--- config.mk ---
export PLATFORM = sky130hd
export DESIGN_NAME = inst_encoder
export DESIGN_NICKNAME = d
export VERILOG_FILES = /design/src/rtl/inst_encoder.sv
export SDC_FILE = /design/constraint.sdc
export NUM_CORES = 1
export LEC_CHECK = 0
export ABC_AREA = 1
export BUFFER_PORTS_ARGS = -buffer_cell sky130_fd_sc_hd__buf_2
export CAP_MARGIN = 15
export CORE_MARGIN = 5
export CORE_UTILIZATION = 54
export CTS_BUF_LIST = sky130_fd_sc_hd__clkbuf_16
export DETAILED_ROUTE_END_ITERATION = 6
export PLACE_DENSITY = 0.86
export SYNTH_ARGS = -nofsm -noshare
export SYNTH_HDL_FRONTEND = slang
export SYNTH_SLANG_ARGS = --single-unit
--- constraint.sdc ---
create_clock -name clk -period 3.3 [get_ports clk]
set_input_delay 0.495 -clock clk [delete_from_list [all_inputs] [get_ports clk]]
set_output_delay 0.495 -clock clk [all_outputs]
set_load 0.05 [all_outputs]
--- src/rtl/inst_encoder.sv ---
// LEGv8 instruction encoder.
// Turns decoded instruction fields into 32-bit instruction words through one
// valid/ready output register. Each emitted word carries the word address it
// should be written to. A request with an illegal op or an out-of-range
// immediate is consumed but not emitted; it raises a one-cycle error pulse
// instead.
module inst_encoder #(
    parameter int ADDR_W = 8
) (
    input  logic              clk,
    input  logic              rst,
    input  logic              in_valid,
    output logic              in_ready,
    input  logic [4:0]        in_op,
    input  logic [4:0]        in_rd,
    input  logic [4:0]        in_rn,
    input  logic [4:0]        in_rm,
    input  logic [5:0]        in_shamt,
    input  logic [25:0]       in_imm,
    input  logic              addr_load,
    input  logic [ADDR_W-1:0] addr_val,
    output logic              out_valid,
    input  logic              out_ready,
    output logic [31:0]       out_inst,
    output logic [ADDR_W-1:0] out_addr,
    output logic              err_valid,
    output logic [1:0]        err_code
);

    typedef enum logic [1:0] {
        ERR_NONE    = 2'b00,
        ERR_ILLEGAL = 2'b01,
        ERR_RANGE   = 2'b10
    } err_e;

    // R-format and D-format opcodes (11 bits)
    localparam logic [10:0] OPC_ADD  = 11'b10001011000;
    localparam logic [10:0] OPC_ADDS = 11'b10101011000;
    localparam logic [10:0] OPC_SUB  = 11'b11001011000;
    localparam logic [10:0] OPC_SUBS = 11'b11101011000;
    localparam logic [10:0] OPC_AND  = 11'b10001010000;
    localparam logic [10:0] OPC_ANDS = 11'b11101010000;
    localparam logic [10:0] OPC_ORR  = 11'b10101010000;
    localparam logic [10:0] OPC_EOR  = 11'b11001010000;
    localparam logic [10:0] OPC_LSR  = 11'b11010011010;
    localparam logic [10:0] OPC_LSL  = 11'b11010011011;
    localparam logic [10:0] OPC_LDUR = 11'b11111000010;
    localparam logic [10:0] OPC_STUR = 11'b11111000000;
    // I-format opcodes (10 bits)
    localparam logic [9:0]  OPC_ADDI  = 10'b1001000100;
    localparam logic [9:0]  OPC_ANDI  = 10'b1001001000;
    localparam logic [9:0]  OPC_ORRI  = 10'b1011001000;
    localparam logic [9:0]  OPC_SUBI  = 10'b1101000100;
    localparam logic [9:0]  OPC_EORI  = 10'b1101001000;
    localparam logic [9:0]  OPC_ADDIS = 10'b1011000100;
    localparam logic [9:0]  OPC_SUBIS = 10'b1111000100;
    localparam logic [9:0]  OPC_ANDIS = 10'b1111001000;
    // B and CB opcodes
    localparam logic [5:0]  OPC_B    = 6'b000101;
    localparam logic [7:0]  OPC_CBZ  = 8'b10110100;
    localparam logic [7:0]  OPC_CBNZ = 8'b10110101;

    function automatic logic [31:0] enc_r(input logic [10:0] opc, input logic [4:0] rm,
                                          input logic [5:0] sh, input logic [4:0] rn,
                                          input logic [4:0] rd);
        return {opc, rm, sh, rn, rd};
    endfunction

    function automatic logic [31:0] enc_i(input logic [9:0] opc, input logic [11:0] imm,
                                          input logic [4:0] rn, input logic [4:0] rd);
        return {opc, imm, rn, rd};
    endfunction

    function automatic logic [31:0] enc_d(input logic [10:0] opc, input logic [8:0] ofs,
                                          input logic [4:0] rn, input logic [4:0] rt);
        return {opc, ofs, 2'b00, rn, rt};
    endfunction

    function automatic logic [31:0] enc_cb(input logic [7:0] opc, input logic [18:0] ofs,
                                           input logic [4:0] rt);
        return {opc, ofs, rt};
    endfunction

    logic              r_out_valid;
    logic [31:0]       r_out_inst;
    logic [ADDR_W-1:0] r_out_addr;
    logic              r_err_valid;
    logic [1:0]        r_err_code;
    // Address that the next accepted legal word will be written to
    logic [ADDR_W-1:0] r_cnt;

    logic        w_accept;
    logic        w_legal;
    logic [31:0] w_inst;
    err_e        w_err;
    logic        w_i_ok;
    logic        w_d_ok;
    logic        w_cb_ok;

    assign in_ready  = !r_out_valid || out_ready;
    assign w_accept  = in_valid && in_ready;
    assign w_legal   = (w_err == ERR_NONE);

    // Immediate range checks: I is 12-bit unsigned, D and CB are sign-extended
    assign w_i_ok  = (in_imm[25:12] == '0);
    assign w_d_ok  = (in_imm[25:8]  == {18{in_imm[8]}});
    assign w_cb_ok = (in_imm[25:18] == {8{in_imm[18]}});

    // Encode the request and classify it as legal, illegal op or range error
    always_comb begin
        w_inst = '0;
        w_err  = ERR_NONE;
        case (in_op)
            5'd0:  w_inst = enc_r(OPC_ADD,  in_rm, in_shamt, in_rn, in_rd);
            5'd1:  w_inst = enc_r(OPC_ADDS, in_rm, in_shamt, in_rn, in_rd);
            5'd2:  w_inst = enc_r(OPC_SUB,  in_rm, in_shamt, in_rn, in_rd);
            5'd3:  w_inst = enc_r(OPC_SUBS, in_rm, in_shamt, in_rn, in_rd);
            5'd4:  w_inst = enc_r(OPC_AND,  in_rm, in_shamt, in_rn, in_rd);
            5'd5:  w_inst = enc_r(OPC_ANDS, in_rm, in_shamt, in_rn, in_rd);
            5'd6:  w_inst = enc_r(OPC_ORR,  in_rm, in_shamt, in_rn, in_rd);
            5'd7:  w_inst = enc_r(OPC_EOR,  in_rm, in_shamt, in_rn, in_rd);
            // Shifts take no second register operand
            5'd8:  w_inst = enc_r(OPC_LSR,  5'd0,  in_shamt, in_rn, in_rd);
            5'd9:  w_inst = enc_r(OPC_LSL,  5'd0,  in_shamt, in_rn, in_rd);
            5'd10: begin
                w_inst = enc_d(OPC_LDUR, in_imm[8:0], in_rn, in_rd);
                if (!w_d_ok) w_err = ERR_RANGE;
            end
            5'd11: begin
                w_inst = enc_d(OPC_STUR, in_imm[8:0], in_rn, in_rd);
                if (!w_d_ok) w_err = ERR_RANGE;
            end
            5'd12: begin
                w_inst = enc_i(OPC_ADDI,  in_imm[11:0], in_rn, in_rd);
                if (!w_i_ok) w_err = ERR_RANGE;
            end
            5'd13: begin
                w_inst = enc_i(OPC_ANDI,  in_imm[11:0], in_rn, in_rd);
                if (!w_i_ok) w_err = ERR_RANGE;
            end
            5'd14: begin
                w_inst = enc_i(OPC_ORRI,  in_imm[11:0], in_rn, in_rd);
                if (!w_i_ok) w_err = ERR_RANGE;
            end
            5'd15: begin
                w_inst = enc_i(OPC_SUBI,  in_imm[11:0], in_rn, in_rd);
                if (!w_i_ok) w_err = ERR_RANGE;
            end
            5'd16: begin
                w_inst = enc_i(OPC_EORI,  in_imm[11:0], in_rn, in_rd);
                if (!w_i_ok) w_err = ERR_RANGE;
            end
            5'd17: begin
                w_inst = enc_i(OPC_ADDIS, in_imm[11:0], in_rn, in_rd);
                if (!w_i_ok) w_err = ERR_RANGE;
            end
            5'd18: begin
                w_inst = enc_i(OPC_SUBIS, in_imm[11:0], in_rn, in_rd);
                if (!w_i_ok) w_err = ERR_RANGE;
            end
            5'd19: begin
                w_inst = enc_i(OPC_ANDIS, in_imm[11:0], in_rn, in_rd);
                if (!w_i_ok) w_err = ERR_RANGE;
            end
            5'd20: w_inst = {OPC_B, in_imm};
            5'd21: begin
                w_inst = enc_cb(OPC_CBZ,  in_imm[18:0], in_rd);
                if (!w_cb_ok) w_err = ERR_RANGE;
            end
            5'd22: begin
                w_inst = enc_cb(OPC_CBNZ, in_imm[18:0], in_rd);
                if (!w_cb_ok) w_err = ERR_RANGE;
            end
            default: w_err = ERR_ILLEGAL;
        endcase
    end

    // Output register: load on a legal accept, drain on a handshake
    always_ff @(posedge clk) begin
        if (rst) begin
            r_out_valid <= 1'b0;
            r_out_inst  <= '0;
            r_out_addr  <= '0;
        end else if (w_accept && w_legal) begin
            r_out_valid <= 1'b1;
            r_out_inst  <= w_inst;
            r_out_addr  <= r_cnt;
        end else if (out_ready) begin
            r_out_valid <= 1'b0;
        end
    end

    // Error pulse: exactly one cycle per rejected request
    always_ff @(posedge clk) begin
        if (rst) begin
            r_err_valid <= 1'b0;
            r_err_code  <= ERR_NONE;
        end else begin
            r_err_valid <= w_accept && !w_legal;
            r_err_code  <= (w_accept && !w_legal) ? w_err : ERR_NONE;
        end
    end

    // Address counter: a word takes its address when it enters the stage, so a
    // load while a word is held only affects the words that follow it
    always_ff @(posedge clk) begin
        if (rst) begin
            r_cnt <= '0;
        end else if (addr_load) begin
            r_cnt <= addr_val;
        end else if (w_accept && w_legal) begin
            r_cnt <= r_cnt + 1'b1;
        end
    end

    assign out_valid = r_out_valid;
    assign out_inst  = r_out_inst;
    assign out_addr  = r_out_addr;
    assign err_valid = r_err_valid;
    assign err_code  = r_err_code;

endmodule
==> qor.csv, run 1 <==
metric;value;unit
Die H;86.05;um
Max Clock Freq;416.6;MHz
clk_lat worst skew;0.29;ns
CP Max Fanout;41;
CP top delay family;simple AND/OR/NAND/NOR gates;
hpwl dp;7.237;mm
crit path capture type;flop;
clock-pin slew on the worst setup and hold paths;0.07;ns
Worst Setup Path Type;in2reg;
CTS resizes;0;
Finished Core Util;67.81;%
vias post-DR;3655;
Leak Pwr;1.850;nW
antenna violations before repair;0;
Setup Fix Bufs, Post-CTS;0;
Num CTS Buffers;5;
Layout Nets;664;
number of remaining DRC errors;0;
Reg2Reg Depth;7;
RSZ-0062 raised after global routing;no;
Detail Route Antenna Nets;0;
Hold Crit Depth;2;
RR Startpoint;out_valid$_SDFFE_PP0P_;
1st-iter DRT viols;232;
sequential area share after synthesis;33.33;%
Die X;86.05;um
Worst R2R End;out_inst[15]$_SDFFE_PP0P_;
Syn Inst Count;503;
post-place setup slack;0.6641;ns
Slowest Stage Delay on Critical Path;0.45;ns
worst hold start;out_inst[13]$_SDFFE_PP0P_;
Port Buffers;109;
DP Area;3633;sq um
Root Buffer;clkbuf_16;
syn avg cell area;6.209;sq um
worst hold endpoint;out_inst[13]$_SDFFE_PP0P_;
endpoints failing setup;0;
CTS sink cnt;52;
Yosys cell types;34;
final hold viol count;0;
Power Dens Cells;431.8;nW/um^2
# IOs;110;
worst min-delay path class;reg2reg;
H-tree depth;2;
flops & latches, synth;52;
Synth Net Count;570;
Rows;27;
status;complete, no violations;
GRT Resource Usage Total;25.01;%
type of origin of the critical path;input port;
pin count of the biggest net entering global routing;42;
final wirelength;9.353;mm
wire per inst;13.96;um
Clock Skew;0.002646;ns
critical path required time;3.52;ns
GPL Wtd Cong;0.9556;
layout cells sized above 1;22.74;%
area grow syn2layout;21.03;%
max_slew headroom;65.61;%
Pre-antenna DRT Iters;5;
clock tree buffer depth;2;
critical path arrival;2.62;ns
post-route minimum period;2.400;ns
setup TNS;0;ns
total grt overflow;0;
Initial Util;56.03;%
via/cell ratio;5.455;
ANT cells;0;
slowest cell on the critical path;clkinv_2;
Slew @ Worst Pin;0.5153;ns
vias in the first global route;3354;
FF-to-FF setup slack;1.60;ns
max-cap viol count;0;
VDD IR max;240.5;uV
Worst Path Buf+Inv;4;
final worst slack;0.8998;ns
first-pass GRT wire length;15.10;mm
final non-filler cell area;3780;sq um
Yosys Warn Count;0;
Die ar.;7405;sq um
post-synthesis cell area;3123;sq um
Core Region;5574;sq um
CTS tree;built;
final period utilization;72.73;%
max-slew violations;0;
critical path, cell by cell;buf_2, inv_1, nand2_1, nand2_2, nand2_2, inv_2, a21oi_2, nand4_4, clkinv_2, nand2_1, a21oi_1;
CTS hold repair buffers;0;
[area by class of cell]
| class | instances | area (sq um) |
|---|---|---|
| Inverter | 45 | 170.2 |
| Timing Repair Buffer | 111 | 560.5 |
| Clock buffer | 5 | 125.1 |
| Clock inverter | 3 | 21.27 |
| Multi-Input combinational cell | 382 | 1772 |
| Fill cell | 528 | 1794 |
| Tap cell | 72 | 90.09 |
| Sequential cell | 52 | 1041 |
[logic make-up after synthesis]
group,after synthesis,share of synthesized area (%)
adders and majority gates,2,0.8012
AOI/OAI and AO/OA,107,19.19
buffers and inverters,69,9.936
DFF,52,33.33
and+or+nand+nor,273,36.74
[through the flow]
| stage | hold WS (ns) | instances | power (mW) |
|---|---|---|---|
| 2_1_floorplan | 0.4708 | 503 | 1.011 |
| 3_3_place_gp | 0.4507 | 662 | 1.121 |
| 3_5_place_dp | 0.4554 | 662 | 1.128 |
| 4_1_cts | 0.4662 | 670 | 1.637 |
| 5_1_grt | 0.4900 | 670 | 1.713 |
| 6_report | 0.4633 | 670 | 1.632 |
[flip-flops by register name (all words and copies together) (netlist names)]
register and count:
out_inst 32, out_addr 8, r_cnt 8, err_code 2, err_valid 1, out_valid 1
[Yosys cell counts]
cell	count	area share (%)
o221ai_1	3	0.84
ha_1	2	0.80
o211ai_1	7	1.7
a22oi_1	1	0.24
a31oi_1	3	0.60
o22ai_1	4	0.80
nor3_1	2	0.32
nand3b_1	2	0.48
clkbuf_1	11	1.3
inv_1	39	4.7
buf_1	2	0.24
a21oi_2	2	0.56
o2111ai_1	2	0.56
and2_1	2	0.40
nor2_1	70	8.4
o211a_1	1	0.32
buf_6	5	1.8
nand2_4	1	0.36
clkinv_2	1	0.16
nand4_4	1	0.68
o21ai_0	40	6.4
nand3_2	1	0.32
nand3_1	30	4.8
nand4_1	4	0.80
nor2_4	2	0.72
nand2_1	153	18
nand2_2	4	0.80
nor3b_1	1	0.24
inv_2	5	0.60
buf_4	2	0.48
a21oi_1	43	6.9
buf_2	4	0.64
dfxtp_1	52	33
a22o_1	1	0.28
[report_power, final]
group	internal [mW]	switching, mW	leakage [nW]
logic	0.122	0.304	1.36
registers	0.666	0.0250	0.425
clock network	0.282	0.233	0.0702
total	1.07	0.562	1.85
[worst max path at each step]
| stage | startpoint | endpoint | slack (ns) | cells after the start |
|---|---|---|---|---|
| 3_3_place_gp | in_op[3] | out_inst[31]$_SDFFE_PP0P_ | 0.79 | 11 |
| 4_1_cts | in_op[0] | out_inst[15]$_SDFFE_PP0P_ | 0.93 | 11 |
| 3_5_place_dp | in_op[4] | out_addr[2]$_SDFFE_PP0P_ | 0.66 | 10 |
| 6_report | in_op[0] | out_inst[15]$_SDFFE_PP0P_ | 0.90 | 11 |
| 2_1_floorplan | out_valid$_SDFFE_PP0P_ | out_addr[7]$_SDFFE_PP0P_ | 1.39 | 8 |
| 5_1_grt | in_op[0] | out_inst[15]$_SDFFE_PP0P_ | 0.67 | 11 |
[layer usage]
layer / global-route usage (%) / share of wire [%] / up-vias
li1: - / - / 1818
met1: 31.85 / 42 / 1649
met2: 42.47 / 48 / 167
met3: 4.131 / 7.6 / 21
met4: 8.777 / 2.3 / 0
met5: 0 / 0 / -
[placed cells by master (no fill, tap or decap), drive strengths merged]
cell type  synthesis  layout
nor3b              1       1
clkinv             1       2
clkinvlp           0       1
a22oi              1       1
a21oi             45      45
ha                 2       2
a22o               1       1
and2               2       2
o22ai              4       4
nand2            158     158
dfxtp             52      52
o21ai             40      40
inv               44      45
o211a              1       1
nor3               2       2
nand4              5       5
nor2              72      72
nand3b             2       2
o211ai             7       7
buf               13     111
a31oi              3       3
o2111ai            2       2
o221ai             3       3
clkbuf            11       5
nand3             31      31
[tightest hold or removal path, cell delays in order, from the launching register on]
cell	delay [ns]
dfxtp_1	0.31
nand2_1	0.06
a21oi_1	0.05
Note: power is estimated with default switching activity, not from simulation.
==> run 2, diff against run 1 <==
- CORE_UTILIZATION: 54 -> 45
- PLACE_DENSITY: 0.86 -> 0.76
- clock period: 3.3 -> 1.93 ns (I/O delays scaled with it)
==> run 2 against run 1 <==
Effect of this change: final cell count rose by 3.9%; global-route usage fell by 2.0 points; cell area rose by 4.8%; sequential share of layout area fell by 1.3 points; utilization fell by 9.2 points; register-to-register slack got worse by 1.2 ns; clock skew rose by 0.0026 ns; critical path depth rose by 2; via count fell by 0.25%; wire length rose by 5.1%; first-iteration DRC count fell by 6.5%; critical path type unchanged; highest routed layer unchanged.
==> qor.csv, run 2 (same netlist as run 1, synthesis figures left out) <==
metric;value;unit;change
status;complete, no violations;;
final hold viol count;0;;unchanged
Die H;93.31;um;+8.4%
clock-pin slew on the worst setup and hold paths;0.07;ns;about the same
max-cap viol count;0;;unchanged
first-pass GRT wire length;16.53;mm;+9.5%
type of origin of the critical path;input port;;
final non-filler cell area;3963;sq um;+4.8%
Clock Skew;0.005261;ns;+0.002615 ns
worst min-delay path class;in2reg;;
crit path capture type;flop;;
pin count of the biggest net entering global routing;35;;-17%
CTS sink cnt;52;;unchanged
total grt overflow;0;;unchanged
Pwr Total;2.841;mW;+74%
antenna violations before repair;0;;unchanged
RSZ-0062 raised after global routing;no;;
Leak Pwr;1.949;nW;+5.3%
final period utilization;82.90;%;
hpwl dp;7.797;mm;+7.7%
Fillers;675;;+28%
Pre-antenna DRT Iters;4;;-1
critical path required time;2.11;ns;-1.41 ns
endpoints failing setup;0;;unchanged
via/cell ratio;5.239;;-4.0%
multi-input logic area;1772;sq um;unchanged
# IOs;110;;unchanged
Max Clock Freq;625.0;MHz;
CTS tree;built;;
vias post-DR;3646;;-0.25%
Num CTS Buffers;5;;unchanged
ANT cells;0;;unchanged
area grow syn2layout;26.88;%;
clock tree buffer depth;2;;unchanged
final wirelength;9.830;mm;+5.1%
setup TNS;0;ns;unchanged
layout cells sized above 1;25.00;%;+2.3 points
Detail Route Antenna Nets;0;;unchanged
GPL Wtd Cong;0.9609;;+0.55%
Setup Fix Bufs, Post-CTS;0;;unchanged
commonest non-fill, non-tap cells in the layout;nand2_1 (153), buf_2 (109), nor2_1 (70), dfxtp_1 (52), a21oi_1 (43);;
Die ar.;8706;sq um;+18%
Rows;30;;+11%
Die X;93.31;um;+8.4%
Slew @ Worst Pin;0.4402;ns;-0.07511 ns
1st-iter DRT viols;217;;-6.5%
max_slew headroom;70.62;%;+5.0 points
Port Buffers;109;;unchanged
CTS resizes;0;;unchanged
GRT Resource Usage Total;23.02;%;-2.0 points
Root Buffer;clkbuf_16;;
CP Max Fanout;21;;-49%
Largest register FFs;32;;unchanged
Core Region;6756;sq um;+21%
Layout Nets;682;;+2.7%
VDD IR max;471.9;uV;+96%
number of remaining DRC errors;0;;unchanged
commonest non-fill, non-tap cell in the layout;nand2_1;;
Power Dens Cells;716.9;nW/um^2;+66%
max-slew violations;0;;unchanged
CTS hold repair buffers;0;;unchanged
Initial Util;46.22;%;-9.8 points
hold slack;0.3336;ns;-0.1296 ns
post-route minimum period;1.600;ns;
vias in the first global route;3606;;+7.5%
wire per inst;14.12;um;+1.2%
clk_lat worst skew;0.28;ns;about the same
H-tree depth;2;;unchanged
critical path arrival;1.78;ns;-0.84 ns
DP Area;3816;sq um;+5.0%
Register Area;1041;sq um;unchanged
Worst Setup Path Type;in2reg;;
run 2: cell types whose count changed in the layout (fill, tap and decap cells not counted):
cell | before | now
buf_4 | 2 | 17
buf_12 | 0 | 3
run 2: path summary, 6_finish.rpt:
kind / cells after the start / startpoint / to / slack, ns
setup reg to reg: 9 / r_cnt[2]$_SDFFE_PP0P_ / r_cnt[7]$_SDFFE_PP0P_ / 0.45
setup / recovery: 13 / in_imm[18] / out_inst[0]$_SDFFE_PP0P_ / 0.33
hold reg to reg: 2 / out_inst[7]$_SDFFE_PP0P_ / out_inst[7]$_SDFFE_PP0P_ / 0.46
hold / removal: 4 / out_ready / out_valid$_SDFFE_PP0P_ / 0.33
run 2: critical path: stages:
cell and delay, ns:
buf_2 0.10, inv_1 0.07, ha_1 0.14, inv_1 0.03, nor2_1 0.08, nand2_1 0.05, nor2_1 0.11, a21oi_2 0.07
a21oi_2 0.20, nand4_4 0.14, buf_4 0.24, o21ai_0 0.18, nor2_1 0.06
run 2: area by class of cell:
| cell class | count | share of cell area, % |
|---|---|---|
| clock buffers | 5 | 3.158 |
| clock inverters | 3 | 0.5368 |
| inverters | 45 | 4.294 |
| multi-input cells | 382 | 44.71 |
| flip-flops and latches | 52 | 26.27 |
| well taps | 80 | 2.526 |
| repair buffers | 129 | 18.50 |
run 2: where the power goes:
group          switching, mW  total [mW]  internal, mW
logic                  0.532       0.779         0.247
registers             0.0405        1.18          1.14
clock network          0.399       0.882         0.483
total                  0.971        2.84          1.87
run 2: layer usage:
metal | vias up | global-route usage (%) | routed length (um)
li1 | 1857 | - | -
met4 | 0 | 7.204 | 167
met5 | - | 0 | 0
met3 | 18 | 3.781 | 527
met1 | 1659 | 29.15 | 4257
met2 | 112 | 39.79 | 4877
run 2: stage by stage:
stage	util (%)	cells	worst slack, ns
floorplan	-	503	0.01852
global placement	56.48	688	0.09111
detailed placement	56.48	688	0.02547
CTS	58.65	696	0.3149
global route	58.65	696	0.1143
finish	58.65	696	0.3300
==> run 3, diff against run 2 <==
- ABC_AREA: 1 -> 0
- CORE_UTILIZATION: 45 -> 50
- PLACE_DENSITY: 0.76 -> 0.81
- clock period: 1.93 -> 1.5 ns (I/O delays scaled with it)
==> run 3 against run 2 <==
Effect of this change: the flow now finishes with violations (design-rule violations, negative setup slack); clock skew grew 0.00056 ns; largest cell class unchanged; die area shrank 13%; sequential share of layout area shrank 4.4 points; sequential cell count is the same; combinational power grew 98%; cell area grew 20%; highest routed layer unchanged; register-to-register slack lost 0.52 ns; first-iteration DRC count grew to 4.0 times the previous value.
==> qor.csv, run 3 <==
metric;value;unit;change
crit path capture type;flop;;
Yosys cell types;52;;+53%
Fillers;363;;-46%
Slew @ Worst Pin;0.5432;ns;+0.1030 ns
Worst path depth;8;;-5
first-pass GRT wire length;18.15;mm;+9.8%
Worst Path Buf+Inv;2;;-2
total grt overflow;0;;unchanged
area grow syn2layout;60.19;%;
antenna violations before repair;0;;unchanged
flops & latches, synth;52;;unchanged
post-synthesis cell area;2970;sq um;-4.9%
vias in the first global route;3590;;-0.44%
Hold Crit Depth;3;;-1
status;finished, violations left;;
Port Buffers;109;;unchanged
post-route minimum period;1.991;ns;
endpoints failing setup;51;;+51
async set or reset register ratio after synthesis;0;%;unchanged
Largest register FFs;32;;unchanged
pin count of the biggest net entering global routing;42;;+20%
commonest non-fill, non-tap cell in the layout;buf_2;;
1st-iter DRT viols;874;;+300%
Leak Pwr;2.050;nW;+5.2%
slowest cell on the critical path;or4_4;;
CP top delay family;simple AND/OR/NAND/NOR gates;;
Initial Util;50.77;%;+4.5 points
CTS tree;built;;
number of remaining DRC errors;16;;+16
post-place setup slack;-0.7676;ns;-0.7931 ns
max_slew headroom;62.85;%;-7.8 points
ys flop type;dfxtp_1;;
final worst slack;-0.4913;ns;-0.8213 ns
H-tree depth;2;;unchanged
GPL Wtd Cong;0.9738;;+1.3%
top cells by area, synth;dfxtp_1 (35%), a21oi_1 (7.2%), a222oi_1 (4.7%);;
Power Dens Cells;936.2;nW/um^2;+31%
GRT Resource Usage Total;30.46;%;+7.4 points
final period utilization;132.8;%;
critical path required time;1.70;ns;-0.41 ns
final wirelength;12.20;mm;+24%
Num CTS Buffers;5;;unchanged
Yosys top cell by area;dfxtp_1;;
Die ar.;7582;sq um;-13%
mux share of post-synthesis cell area;0.7161;%;+0.72 points
Die H;87.08;um;-6.7%
Layout Nets;597;;-12%
Post-synth EDFFs;0;;unchanged
syn avg cell area;8.183;sq um;+32%
vias post-DR;3977;;+9.1%
Reg2Reg Depth;5;;-4
post-synth top area share;35.05;%;+1.7 points
final hold viol count;0;;unchanged
post-synthesis adder-cell area fraction;0.8425;%;+0.041 points
RSZ-0062 raised after global routing;yes;;
post-synthesis simple-gate area fraction;19.12;%;-18 points
max-cap viol count;0;;unchanged
Core Region;5851;sq um;-13%
Clock Skew;0.005823;ns;+0.0005622 ns
critical path arrival;2.19;ns;+0.41 ns
CTS sink cnt;52;;unchanged
ANT cells;0;;unchanged
Die X;87.08;um;-6.7%
Worst Setup Path Type;in2reg;;
sequential area share after synthesis;35.05;%;+1.7 points
Compound-Gate Fraction of Synth Area;37.19;%;+18 points
Synth Net Count;430;;-25%
Rows;28;;-6.7%
XOR/XNOR share of the synthesized area;0.5897;%;+0.59 points
hpwl dp;8.074;mm;+3.5%
# IOs;110;;unchanged
layout cells sized above 1;49.91;%;+25 points
Syn Inst Count;363;;-28%
CTS hold repair buffers;0;;unchanged
cell with the most instances after synthesis;dfxtp_1;;
wire per inst;20.14;um;+43%
Max Clock Freq;502.2;MHz;
type of origin of the critical path;input port;;
Yosys Warn Count;0;;unchanged
clock-pin slew on the worst setup and hold paths;0.07;ns;about the same
max-slew violations;0;;unchanged
critical path, cell by cell;buf_6, or4_4, nand4bb_4, a22oi_4, o211a_4, bufbuf_16, a21oi_1, a211oi_1;;
worst min-delay path class;in2reg;;
final non-filler cell area;4758;sq um;+20%
CP Max Fanout;12;;-43%
Post-synth top cells;dfxtp_1 (52), a21oi_1 (43), clkbuf_1 (29);;
main combinational cell family by area after synthesis;compound AO/OA/AOI/OAI gates;;
DP Area;4207;sq um;+10%
commonest non-fill, non-tap cells in the layout;buf_2 (107), buf_4 (74), dfxtp_1 (51), a21oi_1 (33), nor2_1 (17);;
Root Buffer;clkbuf_16;;
Pre-antenna DRT Iters;7;;+3
Slowest Stage Delay on Critical Path;0.54;ns;+0.30 ns
clock tree buffer depth;2;;unchanged
Detail Route Antenna Nets;0;;unchanged
via/cell ratio;6.563;;+25%
Finished Core Util;81.33;%;+23 points
violations in the final reports;design-rule violations, negative setup slack;;
VDD IR max;648.9;uV;+38%
clk_lat worst skew;0.29;ns;about the same
-- run 3: changes by cell type after synthesis, sizes merged, moves of 15 or more --
cell    change
a211oi     +17
a22oi      +15
clkbuf     +18
inv        -32
nand2     -146
nand3      -16
nor2       -54
nor3       +17
o21ai      -18
-- run 3: cells by family (layout without fill, tap and decap cells) --
kind of cell / after synthesis / in the layout
and+or+nand+nor: 102 / 102
buffers and inverters: 49 / 217
xor gates and xnor gates: 2 / 2
adders and majority gates: 2 / 2
AOI/OAI and AO/OA: 154 / 154
DFF: 52 / 52
muxes: 2 / 2
-- run 3: metrics by stage --
step                      TNS (ns)  total power, mW  cells  hold slack [ns]
after floorplan             -19.88            2.374    363           0.3369
after global placement      -31.26            2.863    589           0.4596
after detailed placement    -33.15            2.883    589           0.4706
after CTS                   -18.09            4.316    604           0.1856
after global routing        -23.51            4.595    606           0.1892
final                       -20.58            4.455    606           0.1879
-- run 3: worst paths after layout --
| path | startpoint | endpoint | slack, ns |
|---|---|---|---|
| setup / recovery | in_imm[12] | out_inst[1]$_SDFFE_PP0P_ | -0.49 |
| hold / removal | in_valid | out_valid$_SDFFE_PP0P_ | 0.19 |
| setup reg to reg | out_valid$_SDFFE_PP0P_ | err_code[1]$_SDFF_PP0_ | -0.07 |
| hold reg to reg | out_addr[3]$_SDFFE_PP0P_ | out_addr[3]$_SDFFE_PP0P_ | 0.48 |
-- run 3: layout make-up --
type                       instances  area (sq um)  area share [%]
sequential                        52          1042           21.90
timing repair buffer             197          1374           28.87
inverter                          12         45.04          0.9466
tap                               75         93.84           1.972
clock buffer                       5         125.1           2.630
multi-input combinational        262          2032           42.70
clock inverter                     3         46.29          0.9729
-- run 3: timing repair --
action	in CTS	in global routing
setup buffers	5	2
setup endpoints to repair	51	51
resized for setup	20	38
cloned	2	0
pin swaps	7	11
-- run 3: report_power, final --
part / total (mW) / internal [mW] / switching [mW]
registers: 1.55 / 1.48 / 0.0708
clock network: 1.36 / 0.795 / 0.561
logic: 1.54 / 0.601 / 0.943
total: 4.45 / 2.88 / 1.57
-- run 3: worst register-to-register path, delay by kind of cell (launching register included) --
| family | cells | cell delay, ns |
|---|---|---|
| buffers and inverters | 2 | 0.46 |
| AOI/OAI and AO/OA | 1 | 0.45 |
| DFF | 1 | 0.34 |
| and+or+nand+nor | 2 | 0.28 |
-- run 3: metal layers --
layer  GRT usage, %  part of all wire [%]
met5              0                     0
met1          41.44                    40
met3          4.447                   9.4
met4          11.61                   3.6
met2          48.59                    47
